File: src/rtl/counter_cmd_pkg.sv
// counter_cmd_pkg: shared types and constants for the counter command generator.
// Contains the debounce FSM state type, the default timing constants, the
// button index map and a helper that sizes the counters.
package counter_cmd_pkg;

   typedef enum logic [1:0] {
      ST_IDLE         = 2'd0,
      ST_WAIT_PRESS   = 2'd1,
      ST_PRESSED      = 2'd2,
      ST_WAIT_RELEASE = 2'd3
   } btn_state_t;

   localparam int DEFAULT_DEBOUNCE_CYCLES = 500000;
   localparam int DEFAULT_HOLD_CYCLES     = 50000000;
   localparam int DEFAULT_REPEAT_CYCLES   = 10000000;

   // Button slots, shared by the generate loop and the arbiter.
   localparam int BTN_UP   = 0;
   localparam int BTN_DOWN = 1;
   localparam int BTN_LOAD = 2;
   localparam int NUM_BTNS = 3;

   // Width able to hold the value max_count itself (saturation ceiling).
   function automatic int CNT_W(input int max_count);
      int w;
      w = $clog2(max_count + 1);
      return (w < 1) ? 1 : w;
   endfunction

endpackage

File: src/rtl/btn_debounce.sv
// btn_debounce: one pushbutton channel.
// Raw level -> 2-flop synchronizer -> 4-state debounce FSM -> registered
// single-cycle press event. With COUNTER_CMD_AUTOREPEAT_EN defined, a held
// button (when REPEAT_EN=1) also emits repeat events after HOLD_CYCLES and
// then every REPEAT_CYCLES while the FSM stays in PRESSED.
module btn_debounce
   import counter_cmd_pkg::*;
#(
   parameter int DEBOUNCE_CYCLES = DEFAULT_DEBOUNCE_CYCLES,
   parameter int HOLD_CYCLES     = DEFAULT_HOLD_CYCLES,
   parameter int REPEAT_CYCLES   = DEFAULT_REPEAT_CYCLES,
   parameter bit REPEAT_EN       = 1'b1
) (
   input  logic clock,
   input  logic reset,
   input  logic i_raw,
   output logic o_event
);

   localparam int DW = CNT_W(DEBOUNCE_CYCLES);
   // Last count value before a transition fires (count holds samples seen so far).
   localparam logic [DW-1:0] C_DEB_LAST = DW'(DEBOUNCE_CYCLES - 1);
   localparam logic [DW-1:0] C_DEB_MAX  = DW'(DEBOUNCE_CYCLES);

   logic          r_sync1;
   logic          r_sync2;
   btn_state_t    r_state;
   btn_state_t    w_state_next;
   logic [DW-1:0] r_cnt;
   logic [DW-1:0] w_cnt_next;
   logic [DW-1:0] w_cnt_inc;
   logic          r_press_evt;
   logic          w_press_evt_next;
   logic          w_stay_pressed;

   // Two-flop synchronizer for the asynchronous button level.
   always_ff @(posedge clock) begin
      if (reset) begin
         r_sync1 <= 1'b0;
         r_sync2 <= 1'b0;
      end else begin
         r_sync1 <= i_raw;
         r_sync2 <= r_sync1;
      end
   end

   // Saturating increment: the counter can never wrap back to a small value.
   assign w_cnt_inc = (r_cnt >= C_DEB_MAX) ? C_DEB_MAX : r_cnt + 1'b1;

   // Debounce FSM state, sample counter and press-event register.
   always_ff @(posedge clock) begin
      if (reset) begin
         r_state     <= ST_IDLE;
         r_cnt       <= '0;
         r_press_evt <= 1'b0;
      end else begin
         r_state     <= w_state_next;
         r_cnt       <= w_cnt_next;
         r_press_evt <= w_press_evt_next;
      end
   end

   // Next-state logic. The sample that causes leaving IDLE/PRESSED already
   // counts as the first stable sample, so the press event registers on the
   // DEBOUNCE_CYCLES-th consecutive sample. A single-sample debounce skips the
   // intermediate wait state so that timing stays uniform.
   always_comb begin
      w_state_next     = r_state;
      w_cnt_next       = r_cnt;
      w_press_evt_next = 1'b0;
      case (r_state)
         ST_IDLE: begin
            if (r_sync2) begin
               if (C_DEB_LAST == '0) begin
                  w_state_next     = ST_PRESSED;
                  w_cnt_next       = '0;
                  w_press_evt_next = 1'b1;
               end else begin
                  w_state_next = ST_WAIT_PRESS;
                  w_cnt_next   = DW'(1);
               end
            end
         end
         ST_WAIT_PRESS: begin
            if (!r_sync2) begin
               w_state_next = ST_IDLE;
               w_cnt_next   = '0;
            end else if (r_cnt >= C_DEB_LAST) begin
               w_state_next     = ST_PRESSED;
               w_cnt_next       = '0;
               w_press_evt_next = 1'b1;
            end else begin
               w_cnt_next = w_cnt_inc;
            end
         end
         ST_PRESSED: begin
            if (!r_sync2) begin
               if (C_DEB_LAST == '0) begin
                  w_state_next = ST_IDLE;
                  w_cnt_next   = '0;
               end else begin
                  w_state_next = ST_WAIT_RELEASE;
                  w_cnt_next   = DW'(1);
               end
            end
         end
         ST_WAIT_RELEASE: begin
            // Bouncing back to 1 returns to PRESSED silently: releases never emit.
            if (r_sync2) begin
               w_state_next = ST_PRESSED;
               w_cnt_next   = '0;
            end else if (r_cnt >= C_DEB_LAST) begin
               w_state_next = ST_IDLE;
               w_cnt_next   = '0;
            end else begin
               w_cnt_next = w_cnt_inc;
            end
         end
         default: begin
            w_state_next = ST_IDLE;
            w_cnt_next   = '0;
         end
      endcase
   end

   // High on every cycle that remains in PRESSED (feeds the repeat timer).
   assign w_stay_pressed = (r_state == ST_PRESSED) && (w_state_next == ST_PRESSED);

`ifdef COUNTER_CMD_AUTOREPEAT_EN
   localparam int RPT_MAX = (HOLD_CYCLES > REPEAT_CYCLES) ? HOLD_CYCLES : REPEAT_CYCLES;
   localparam int RW      = CNT_W(RPT_MAX);
   localparam logic [RW-1:0] C_HOLD_LAST = RW'(HOLD_CYCLES - 1);
   localparam logic [RW-1:0] C_RPT_LAST  = RW'(REPEAT_CYCLES - 1);

   logic [RW-1:0] r_rpt_cnt;
   logic          r_rpt_active;
   logic          r_rpt_evt;

   // Hold timer, then periodic repeat timer; restarts whenever PRESSED is left.
   always_ff @(posedge clock) begin
      if (reset || !REPEAT_EN) begin
         r_rpt_cnt    <= '0;
         r_rpt_active <= 1'b0;
         r_rpt_evt    <= 1'b0;
      end else if (w_stay_pressed) begin
         r_rpt_evt <= 1'b0;
         if (!r_rpt_active) begin
            if (r_rpt_cnt >= C_HOLD_LAST) begin
               r_rpt_evt    <= 1'b1;
               r_rpt_active <= 1'b1;
               r_rpt_cnt    <= '0;
            end else begin
               r_rpt_cnt <= r_rpt_cnt + 1'b1;
            end
         end else begin
            if (r_rpt_cnt >= C_RPT_LAST) begin
               r_rpt_evt <= 1'b1;
               r_rpt_cnt <= '0;
            end else begin
               r_rpt_cnt <= r_rpt_cnt + 1'b1;
            end
         end
      end else begin
         r_rpt_cnt    <= '0;
         r_rpt_active <= 1'b0;
         r_rpt_evt    <= 1'b0;
      end
   end

   assign o_event = r_press_evt | r_rpt_evt;
`else
   // Repeat timing is not built; keep the configuration visibly consumed.
   logic w_unused_cfg;
   assign w_unused_cfg = ^{HOLD_CYCLES, REPEAT_CYCLES, REPEAT_EN, w_stay_pressed};

   assign o_event = r_press_evt;
`endif

endmodule

File: src/rtl/counter_cmd_gen.sv
// counter_cmd_gen: turns three raw pushbuttons (up/down/load) into registered
// single-cycle strobes for a downstream up/down counter.
// Optional auto-repeat for up/down is built when COUNTER_CMD_AUTOREPEAT_EN is defined.
module counter_cmd_gen
   import counter_cmd_pkg::*;
#(
   parameter int DEBOUNCE_CYCLES = DEFAULT_DEBOUNCE_CYCLES,
   parameter int HOLD_CYCLES     = DEFAULT_HOLD_CYCLES,
   parameter int REPEAT_CYCLES   = DEFAULT_REPEAT_CYCLES
) (
   input  logic clock,
   input  logic reset,
   input  logic btn_up,
   input  logic btn_down,
   input  logic btn_load,
   output logic enable,
   output logic dec,
   output logic load
);

   logic [NUM_BTNS-1:0] w_raw;
   logic [NUM_BTNS-1:0] w_event;
   logic                w_up;
   logic                w_down;
   logic                w_load;
   logic                r_enable;
   logic                r_dec;
   logic                r_load;

   assign w_raw[BTN_UP]   = btn_up;
   assign w_raw[BTN_DOWN] = btn_down;
   assign w_raw[BTN_LOAD] = btn_load;

   // One debounce channel per button; load never auto-repeats.
   generate
      for (genvar gi = 0; gi < NUM_BTNS; gi++) begin : g_btn
         btn_debounce #(
            .DEBOUNCE_CYCLES (DEBOUNCE_CYCLES),
            .HOLD_CYCLES     (HOLD_CYCLES),
            .REPEAT_CYCLES   (REPEAT_CYCLES),
            .REPEAT_EN       (gi != BTN_LOAD)
         ) u_btn (
            .clock   (clock),
            .reset   (reset),
            .i_raw   (w_raw[gi]),
            .o_event (w_event[gi])
         );
      end
   endgenerate

   assign w_up   = w_event[BTN_UP];
   assign w_down = w_event[BTN_DOWN];
   assign w_load = w_event[BTN_LOAD];

   // Arbitrate same-cycle events and register the strobes: load beats
   // everything (losers are dropped), opposing up+down cancel out.
   always_ff @(posedge clock) begin
      if (reset) begin
         r_enable <= 1'b0;
         r_dec    <= 1'b0;
         r_load   <= 1'b0;
      end else begin
         r_load   <= w_load;
         r_enable <= !w_load && (w_up ^ w_down);
         r_dec    <= !w_load && w_down && !w_up;
      end
   end

   assign enable = r_enable;
   assign dec    = r_dec;
   assign load   = r_load;

endmodule

File: config.mk
export PLATFORM = sky130hd
export DESIGN_NAME = counter_cmd_gen
export DESIGN_NICKNAME = d
export VERILOG_FILES = /design/src/rtl/counter_cmd_pkg.sv /design/src/rtl/btn_debounce.sv /design/src/rtl/counter_cmd_gen.sv
export SDC_FILE = /design/constraint.sdc
export NUM_CORES = 1
export LEC_CHECK = 0
export ABC_AREA = 1
export CORE_MARGIN = 4
export CORE_UTILIZATION = 40
export DETAILED_ROUTE_END_ITERATION = 16
export GPL_ROUTABILITY_DRIVEN = 0
export PLACE_DENSITY = 0.65
export SLEW_MARGIN = 20
export SYNTH_ARGS = -nofsm -noshare
export SYNTH_HDL_FRONTEND = slang
export SYNTH_SLANG_ARGS = --single-unit
File: constraint.sdc
create_clock -name clock -period 3.95 [get_ports clock]
set_clock_uncertainty 0.1 [all_clocks]
set_input_delay 0.5925 -clock clock [delete_from_list [all_inputs] [get_ports clock]]
set_output_delay 0.5925 -clock clock [all_outputs]
set_load 0.02 [all_outputs]
==> key figures <==
Timing
  • RSZ-0062 raised after global routing: no
  • Max Slew Vio Count: 0
  • Final Hold Fails: 0
  • Top achievable clock speed: 0.493 GHz
  • Count of final setup violators: 0
  • Slew @ Worst Pin: 818 ps
  • Relative slew slack: 0.454
  • Total negative slack: 0 ps
  • Fin crit period: 2030 ps
  • Final period util: 0.514

Clocking
  • Hold-fix buffers, CTS: 0
  • Num CTS Buffers: 9
  • Post-CTS Setup Bufs: 0
  • Post-cts resize count: 0
  • Clk slew on worst S/H paths: 80 ps
  • CTS root buffer: clkbuf_8
  • Total clock sinks: 75
  • CTS tree: done
  • Worst-Skew Late Latency: 350 ps
  • Max Buffers Root-to-Sink: 2
  • H-tree depth: 3

Synthesis
  • Largest family of logic cells by synthesized area: simple AND/OR/NAND/NOR gates
  • Cell taking the most area after synthesis: dfxtp_1
  • Top cell type's share of synthesized area: 0.335
  • Async SR Flop Fraction: 0
  • Xor and xnor fraction of the mapped netlist area: 0.0313
  • Most common cell in the netlist: nand2_1
  • Synth Flop Type: dfxtp_1
  • Synth Area in Adders: 0.0168
  • Synth top area cells: dfxtp_1 34%, nand2_1 14%, nor2_1 8.6%
  • Simple-gate share of the synthesized area: 0.404
  • #FFs+latches synth: 75
  • Compound-Gate Fraction of Synth Area: 0.122
  • Syn_area_per_cell: 6.43 µm²
  • Syn nets: 707
  • Register area share after synthesis: 0.335
  • Mapped Cells: 696
  • Synth unique cells: 40
  • Synth cell count leaders: 166 x nand2_1, 103 x nor2_1, 79 x inv_1, 75 x dfxtp_1, 69 x nand3_1
  • Post-synthesis mux area share: 0
  • Ys Warns: 0
  • Cell Area, Synth: 0.00448 mm²
  • Post-synth EDFFs: 0

Power and ir drop
  • Clock share of power: 0.424
  • Peak VDD IR: 152 µV
  • Internal power: 1.17 mW
  • P_leak: 1.73 nW
  • Switching power share of the total: 0.247
  • Comb pwr share: 0.073
  • Proportion of power drawn by flip-flops and latches: 0.503
  • Final Power: 1.55 mW
  • PwrDens: 320 mW/mm²
  • Sw Pwr: 384 µW

Layout
  • Layout cells sized above 1: 0.0811
  • Layout Nets: 709
  • Area occupied by multi-input gates: 0.00257 mm²
  • Final Cell Area: 0.00485 mm²
  • Filler Cells Inserted: 1,105
  • Area grow syn2layout: 8.36%
  • Register Area: 0.00150 mm²
  • Finished Layout Cells: 843
  • ANT cells: 0
  • Final core occ: 0.445

Global routing
  • Initial antenna violation count: 0
  • First-pass GRT wire length: 18.2 mm
  • Vias in the first global route: 4,059
  • GR Overflow Total: 0
  • Largest net degree at the start of global routing: 33
  • Total Routing Usage GR: 0.169

Detailed routing
  • Starting DRT DRC Count: 292
  • Wirelength per Cell: 12.4 µm
  • Vias after detailed routing: 4,355
  • Routed WL: 10.4 mm
  • Final antenna-violating net count: 0
  • First-pass DRT Iterations: 4
  • DR vias/cell: 5.17
  • DR DRC count: 0

Setup path
  • Critical path peak fanout: 16
  • Path type of the worst setup path: reg2reg
  • Worst r2r path cells: 8
  • Worst path required time: 4100 ps
  • Register-to-Register Setup Slack: 1920 ps
  • Setup crit start kind: flop
  • Worst Path Arrival: 2180 ps
  • Worst setup EP type: flop

Die
  • Initial Utilization: 0.411
  • Die ar.: 0.0129 mm²
  • Die W: 114 µm
  • Overall die height: 114 µm
  • Core Region: 0.0109 mm²
  • # IOs: 8
  • Rows: 38

Outcome
  • Status: finished clean

Place
  • Final HPWL DP: 7.54 mm
  • Cells after DPL: 827
  • # port buffers: 7
  • Post-Place Cell Area: 0.00463 mm²

Hold path
  • Hold path startpoint: g_btn[1].u_btn.r_sync1
  • Hold Crit Class: reg2reg

Flow run
  • Total of max-cap violations: 0
-- critical path, stage by stage, from the launching register on --
cell     delay (ps)
dfxtp_1         310
inv_1            50
or2_1           230
a21oi_2         670
nand3_2         240
nand2_1         160
nand2_1          60
nand2_1          50
nor2_1           50
-- stage by stage --
stage | worst slack (ps) | hold WS (ps)
finish | 1920 | 306
floorplan | 2250 | 288
global route | 1770 | 328
detailed placement | 1840 | 296
global placement | 1840 | 298
CTS | 1840 | 309
-- state kept, by name, indices dropped and copies added (netlist names), named ones only --
name                 count
dec                      1
enable                   1
g_btn.u_btn.o_event      3
g_btn.u_btn.r_cnt       57
g_btn.u_btn.r_state      3
g_btn.u_btn.r_sync1      3
g_btn.u_btn.r_sync2      3
load                     1
-- placed cells by master, fill, tap and decap left out, types with 2 or more instances in the layout --
cell type / instances
nand3_2: 2
inv_1: 79
nor2_2: 7
a21oi_1: 42
clkdlybuf4s50_1: 6
xnor2_1: 3
dfxtp_1: 75
ha_1: 6
nand3b_1: 5
nand2_1: 166
nand4_1: 15
clkbuf_1: 2
nand2_2: 11
nand3_1: 69
and3_1: 3
nor3_1: 16
nor2_1: 102
clkbuf_8: 10
o21ai_0: 28
o21a_1: 3
bufinv_16: 2
inv_2: 2
or2_1: 2
a21oi_2: 12
xor2_1: 13
o211ai_1: 2
nor2_4: 3
-- cell families after synthesis --
group / after synthesis
and+or+nand+nor: 406
DFF: 75
AOI/OAI and AO/OA: 94
adders and majority gates: 6
xor gates and xnor gates: 16
buffers and inverters: 99
-- routing by layer --
layer,share of wire,track usage,up-vias
met3,0.043,0.0318,17
met5,0,0,-
li1,-,-,2245
met2,0.48,0.285,81
met1,0.46,0.215,2012
met4,0.015,0.0633,0
-- how the worst min path moves through the flow --
stage / cells after the start / slack [ps] / endpoint
2_1_floorplan: 2 / 290 / g_btn[0].u_btn.r_sync2
3_3_place_gp: 2 / 300 / g_btn[2].u_btn.r_sync2
3_5_place_dp: 2 / 300 / g_btn[0].u_btn.r_sync2
4_1_cts: 2 / 310 / g_btn[0].u_btn.r_sync2
5_1_grt: 2 / 330 / g_btn[2].u_btn.r_sync2
6_report: 2 / 310 / g_btn[1].u_btn.r_sync2
-- cell type report --
type,instances,share of cell area
sequential,75,0.310
inverter,82,0.0640
clock buffer,12,0.0299
tap,140,0.0361
clock inverter,4,0.0152
multi-input combinational,522,0.530
timing repair buffer,8,0.0150
-- power groups by stage --
stage	combinational (mW)	sequential (mW)	clock (mW)
after floorplan	0.0871	0.795	0
after global placement	0.111	0.799	0
after detailed placement	0.113	0.799	0
after CTS	0.114	0.782	0.677
after global routing	0.131	0.784	0.708
final	0.114	0.782	0.659
Note: power is estimated with default switching activity, not from simulation.
